**src/rtl/net_pkg.sv**
```systemverilog
// rtl/net_pkg.sv - shared fp32 constants, sequencer state encoding and sizing helper
package net_pkg;

    localparam logic [31:0] FP_ZERO = 32'h00000000;
    localparam logic [31:0] FP_ONE  = 32'h3f800000;

    typedef enum logic [2:0] {
        IDLE,
        BRD,
        BLD,
        WRD,
        MAC,
        ACT,
        DONE
    } state_t;

    // Counter width for a range of n values, never narrower than one bit.
    function automatic int cnt_w(input int n);
        return (n > 1) ? $clog2(n) : 1;
    endfunction

endpackage

```
**src/rtl/wgt_addr_gen.sv**
```systemverilog
// rtl/wgt_addr_gen.sv - per-neuron base and input-index counters driving the registered weight address
module wgt_addr_gen #(
    parameter int NI     = 2,
    parameter int AW     = 8,
    parameter int STRIDE = 3,
    parameter int IW     = 1
) (
    input  logic          clk,
    input  logic          rst,
    input  logic          clr,
    input  logic          step_i,
    input  logic          next_n,
    input  logic          ld_bias,
    input  logic          ld_wt,
    output logic [AW-1:0] w_addr,
    output logic [IW-1:0] idx
);

    logic [AW-1:0] base;
    logic [AW-1:0] base_nx;
    logic [IW-1:0] idx_nx;

    always_comb begin
        base_nx = base;
        if (clr)
            base_nx = '0;
        else if (next_n)
            base_nx = base + AW'(STRIDE);
        idx_nx = idx;
        if (clr || next_n)
            idx_nx = '0;
        else if (step_i)
            idx_nx = idx + 1'b1;
    end

    // The address is loaded from the post-update counters so it lands together with the state change.
    always_ff @(posedge clk or posedge rst) begin
        if (rst) begin
            base   <= '0;
            idx    <= '0;
            w_addr <= '0;
        end else begin
            base <= base_nx;
            idx  <= idx_nx;
            if (ld_bias)
                w_addr <= base_nx + AW'(NI);
            else if (ld_wt)
                w_addr <= base_nx + AW'(idx_nx);
        end
    end

endmodule

```
**src/rtl/layer_sched.sv**
```systemverilog
// rtl/layer_sched.sv - dense-layer sequencer over a shared MAC and activation unit; NET_BIAS_EN adds the bias word
module layer_sched
    import net_pkg::*;
#(
    parameter int NI = 2,
    parameter int NO = 4,
    parameter int AW = 8
) (
    input  logic            clk,
    input  logic            rst,
    input  logic            start,
    input  logic [32*NI-1:0] x,
    output logic [AW-1:0]   w_addr,
    input  logic [31:0]     w_data,
    output logic            mac_req,
    output logic [31:0]     mac_a,
    output logic [31:0]     mac_b,
    output logic [31:0]     mac_c,
    input  logic            mac_ack,
    input  logic [31:0]     mac_res,
    output logic            act_req,
    output logic [31:0]     act_in,
    input  logic            act_ack,
    input  logic [31:0]     act_out,
    output logic [32*NO-1:0] y,
    output logic            busy,
    output logic            done
);

`ifdef NET_BIAS_EN
    localparam int B = 1;
`else
    localparam int B = 0;
`endif
    localparam int IW = cnt_w(NI);
    localparam int JW = cnt_w(NO);

    state_t          state;
    logic [31:0]     acc;
    logic [JW-1:0]   j;
    logic [32*NI-1:0] x_lat;
    logic [IW-1:0]   idx;
    logic            clr, step_i, next_n, ld_bias, ld_wt;
    logic            last_i, last_j;

    assign last_i = (idx == IW'(NI - 1));
    assign last_j = (j == JW'(NO - 1));

    // Weight data arrives a cycle after the address, so operand a is forwarded rather than registered.
    assign mac_a = mac_req ? w_data : FP_ZERO;

    always_comb begin
        clr     = 1'b0;
        step_i  = 1'b0;
        next_n  = 1'b0;
        ld_bias = 1'b0;
        ld_wt   = 1'b0;
        case (state)
            IDLE: if (start) begin
                clr     = 1'b1;
                ld_bias = (B == 1);
                ld_wt   = (B == 0);
            end
`ifdef NET_BIAS_EN
            BLD: ld_wt = 1'b1;
`endif
            MAC: if (mac_ack && !last_i) begin
                step_i = 1'b1;
                ld_wt  = 1'b1;
            end
            ACT: if (act_ack && !last_j) begin
                next_n  = 1'b1;
                ld_bias = (B == 1);
                ld_wt   = (B == 0);
            end
            default: ;
        endcase
    end

    wgt_addr_gen #(
        .NI    (NI),
        .AW    (AW),
        .STRIDE(NI + B),
        .IW    (IW)
    ) u_addr (
        .clk    (clk),
        .rst    (rst),
        .clr    (clr),
        .step_i (step_i),
        .next_n (next_n),
        .ld_bias(ld_bias),
        .ld_wt  (ld_wt),
        .w_addr (w_addr),
        .idx    (idx)
    );

    always_ff @(posedge clk or posedge rst) begin
        if (rst) begin
            state   <= IDLE;
            acc     <= FP_ZERO;
            j       <= '0;
            x_lat   <= '0;
            mac_req <= 1'b0;
            mac_b   <= '0;
            mac_c   <= '0;
            act_req <= 1'b0;
            act_in  <= '0;
            y       <= '0;
            busy    <= 1'b0;
            done    <= 1'b0;
        end else begin
            done <= 1'b0;
            case (state)
                IDLE: if (start) begin
                    x_lat <= x;
                    j     <= '0;
                    acc   <= FP_ZERO;
                    busy  <= 1'b1;
`ifdef NET_BIAS_EN
                    state <= BRD;
`else
                    state <= WRD;
`endif
                end
`ifdef NET_BIAS_EN
                BRD: state <= BLD;
                BLD: begin
                    acc   <= w_data;
                    state <= WRD;
                end
`endif
                WRD: begin
                    mac_req <= 1'b1;
                    mac_b   <= x_lat[32*idx +: 32];
                    mac_c   <= acc;
                    state   <= MAC;
                end
                MAC: if (mac_ack) begin
                    mac_req <= 1'b0;
                    acc     <= mac_res;
                    if (last_i) begin
                        act_req <= 1'b1;
                        act_in  <= mac_res;
                        state   <= ACT;
                    end else begin
                        state <= WRD;
                    end
                end
                ACT: if (act_ack) begin
                    act_req        <= 1'b0;
                    y[32*j +: 32]  <= act_out;
                    if (last_j) begin
                        done  <= 1'b1;
                        state <= DONE;
                    end else begin
                        j     <= j + 1'b1;
                        acc   <= FP_ZERO;
`ifdef NET_BIAS_EN
                        state <= BRD;
`else
                        state <= WRD;
`endif
                    end
                end
                DONE: begin
                    busy  <= 1'b0;
                    state <= IDLE;
                end
                default: state <= IDLE;
            endcase
        end
    end

endmodule

```
**config.mk**
```make
export PLATFORM = sky130hd
export DESIGN_NAME = layer_sched
export DESIGN_NICKNAME = d
export VERILOG_FILES = /design/src/rtl/net_pkg.sv /design/src/rtl/wgt_addr_gen.sv /design/src/rtl/layer_sched.sv
export SDC_FILE = /design/constraint.sdc
export NUM_CORES = 1
export LEC_CHECK = 0
export ABC_AREA = 1
export BUFFER_PORTS_ARGS = -buffer_cell sky130_fd_sc_hd__buf_2
export CAP_MARGIN = 20
export CORE_MARGIN = 8
export CORE_UTILIZATION = 39
export DETAILED_ROUTE_END_ITERATION = 12
export PLACE_DENSITY = 0.68
export SLEW_MARGIN = 20
export SYNTH_ARGS = -nofsm -noshare
export SYNTH_HDL_FRONTEND = slang
export SYNTH_HIERARCHICAL = 1
export SYNTH_SLANG_ARGS = --single-unit
```
**constraint.sdc**
```tcl
create_clock -name clk -period 10.1 [get_ports clk]
set_input_delay 0.505 -clock clk [delete_from_list [all_inputs] [get_ports clk]]
set_output_delay 0.505 -clock clk [all_outputs]
set_load 0.005 [all_outputs]
```
==> summary.md <==
| Metric | Value |
|---|---|
| CTS root buf | `clkbuf_16` |
| Met2 Usage GRT | `32.46%` |
| Total Power | `between 4 and 5 mW` |
| Peak Freq | `~320 MHz` |
| Clk_lat worst skew | `0.54 ns` |
| # port buffers | `between 400 and 500` |
| I/O pin count | `around 430` |
| CTS resizes | `0` |
| Post-Syn Area | `around 0.015 mm^2` |
| Most common cell after layout, fill and taps aside | `nand2_1` |
| Via density | `4.901` |
| CTS tree | `built` |
| Critical Path Sink Type | `flop` |
| Dpl cell area | `0.01760 mm^2` |
| CP Launch Type | `flop` |
| Layout Nets | `around 2400` |
| Total Wirelength | `47.69 mm` |
| Max_cap viols | `0` |
| Vias in the first global route | `13190` |
| Max incr delay on CP | `0.48 ns` |
| Post-CTS Hold Fix Bufs | `0` |
| Post-DP HPWL | `between 30 and 40 mm` |
| RD Place Congestion | `0.8658` |
| Congestion Overflow GR | `0` |
| Die Area | `0.04544 mm^2` |
| Top Usage Layer GRT | `met2` |
| Syn Area/Cell | `8.414 um^2` |
| Critical Path AT | `3.54 ns` |
| CTS Buf Count | `39` |
| Post-route DRC | `0` |
| Seq cells post-synth | `between 300 and 400` |
| Slew HR | `roughly 28%` |
| Power Density | `256.5 mW/mm^2` |
| Status | `finished clean` |
| Tmin final | `3.149 ns` |
| Die X-Extent | `213.2 um` |
| Core area | `roughly 0.039 mm^2` |
| Tightest Pin Transition | `between 1 and 1.5 ns` |
| Die Y | `213.2 um` |
| Fin. max-slew vios | `0` |
| Initial drt markers | `975` |
| Met3 Usage GRT | `~4.3%` |
| Final period util | `a little under a third` |
| Min-delay worst type | `primary input to asynchronous set/reset pin` |
| CP required | `10.49 ns` |
| Buffer count from post-CTS setup fixing | `0` |
| DR pass1 iterations | `5` |
| Crit path cell chain | `nor2_4 > nand2_2 > nor2_2 > nand2_1 > inv_1 > xnor2_1 > nor3_1 > ha_1 > ha_1 > or2_2 > nand2_1 > nor2_2 > xor2_1 > o21ai_0` |
| Final Skew | `0.01265 ns` |
| Slowest CP cell | `dfrtp_1` |
| Worst-case clock buffer depth | `3` |
| Setup_tns | `0 ns` |
| Final Hold Vio Count | `0` |
| CTS H-tree depth | `2` |
| Seq/Total Area, Yosys | `~57%` |
| Critical path peak fanout | `35` |
| Vias post-DR | `13440` |
| Initial antenna violation count | `2` |
| Leak | `11.12 nW` |
| DP Cell Count | `2667` |
| Share of layout cells above drive strength 1 | `between 20% and 30%` |
| Clk slew on worst S/H paths | `0.06 ns` |
| Final core occ | `49.36%` |
| Pin count of the biggest net entering global routing | `135` |
| Synth Warn # | `6` |
| Final setup viols | `0` |
| WL per Instance | `17.40 um` |
| CTS Sinks | `346` |
| Synth unique cells | `37` |
| Initial cell density of the core | `39.32%` |
| Cell Count, Final, Fillers Out | `2741` |
| First-pass GRT wire length | `73.58 mm` |
| Antenna Nets Post-Route | `0` |
| RSZ-0062 raised after global routing | `no` |
| Worst IR drop on VDD | `0.1523 mV` |
| Worst setup path class | `flop to flop` |
| Area grow syn2layout | `25.53%` |
| Met1 usage | `27.38%` |
| Number of cell rows | `72` |
| GR Util All Layers | `about a fifth` |
| Post-route cell area | `about 0.019 mm^2` |
| Syn Inst Count | `1802` |
| Most frequent cells in the layout | `nand2_1 (617), buf_2 (432), dfrtp_1 (346), nand3_1 (162), inv_1 (160)` |
[sequential cells by signal, summed over array words and instances, names as in the netlist]
signal / cells
x_lat: 64
j: 2
busy: 1
u_addr/w_addr: 8
u_addr/base: 8
acc: 32
state: 3
mac_c: 32
mac_b: 32
act_req: 1
done: 1
act_in: 32
mac_req: 1
u_addr/idx: 1
y: 128
[area by class of cell]
type / count / area (um^2)
diodes: 1 / 2.502
clock buffers: 61 / 1221
clock inverters: 9 / 128.9
fillers: 3740 / 19520
inverters: 170 / 646.9
multi-input cells: 1184 / 5368
flip-flops and latches: 346 / 8658
well taps: 518 / 648.1
repair buffers: 452 / 2360
[path summary, 6_finish.rpt]
kind / start / endpoint / slack (ns) / cells past startpoint
worst max-delay path: state[0] / u_addr/w_addr[4] / 6.95 / 14
worst min-delay path: rst / y[5] / 0.11 / 2
worst max register to register: state[0] / u_addr/w_addr[4] / 6.95 / 14
worst min register to register: x_lat[3] / x_lat[3] / 0.47 / 2
max in group asynchronous: rst / mac_c[1] / 7.65 / 4
min in group clk: x[2] / x_lat[2] / 0.17 / 3
[synthesized netlist by cell type, drive strengths merged]
cell	number	share of area [%]
a21boi	1	0.050
a21oi	26	0.86
a31oi	32	1.3
buf	65	2.6
clkbuf	43	1.1
clkinv	2	0.050
conb	1	0.025
dfrtp	346	57
ha	10	0.83
inv	168	4.2
nand2	622	15
nand3	164	5.4
nand4	6	0.29
nor2	125	3.6
nor3	4	0.24
o211ai	1	0.050
o21ai	149	4.9
o21bai	33	1.7
or2	2	0.083
xnor2	1	0.058
xor2	1	0.058
[power by group]
| part | total [mW] | switching [mW] | internal (mW) |
|---|---|---|---|
| sequential | 2.05 | 0.251 | 1.80 |
| combinational | 1.36 | 0.859 | 0.504 |
| clock | 1.47 | 0.560 | 0.907 |
[cell families after synthesis]
kind of cell	synth area share (%)
xor gates and xnor gates	0.1156
buffers and inverters	7.848
DFF	57.11
AOI/OAI and AO/OA	8.879
and+or+nand+nor	25.20
adders and majority gates	0.8252
other	0.02473
[per-layer routing]
| layer | up-vias | share of wire, % |
|---|---|---|
| met3 | 64 | 7.0 |
| met4 | 0 | 1.9 |
| met2 | 460 | 47 |
| met1 | 6467 | 44 |
| met5 | - | 0 |
| li1 | 6444 | - |
[worst max-delay path: cells and delay by family (launching register included)]
| family | cells | cell delay (ns) |
|---|---|---|
| flops | 1 | 0.48 |
| compound gates | 1 | 0.09 |
| simple gates | 8 | 1.72 |
| xor+xnor | 2 | 0.24 |
| fa+ha+maj | 2 | 0.41 |
| buf+inv | 1 | 0.08 |
[stage by stage]
step / worst slack (ns) / hold WS, ns
2_1_floorplan: 0.4836 / 0.4311
3_3_place_gp: 6.987 / 0.4537
3_5_place_dp: 6.926 / 0.4587
4_1_cts: 6.944 / 0.1087
5_1_grt: 6.544 / 0.1407
6_report: 6.951 / 0.1066
No activity file was read; power rests on OpenSTA's default activity.
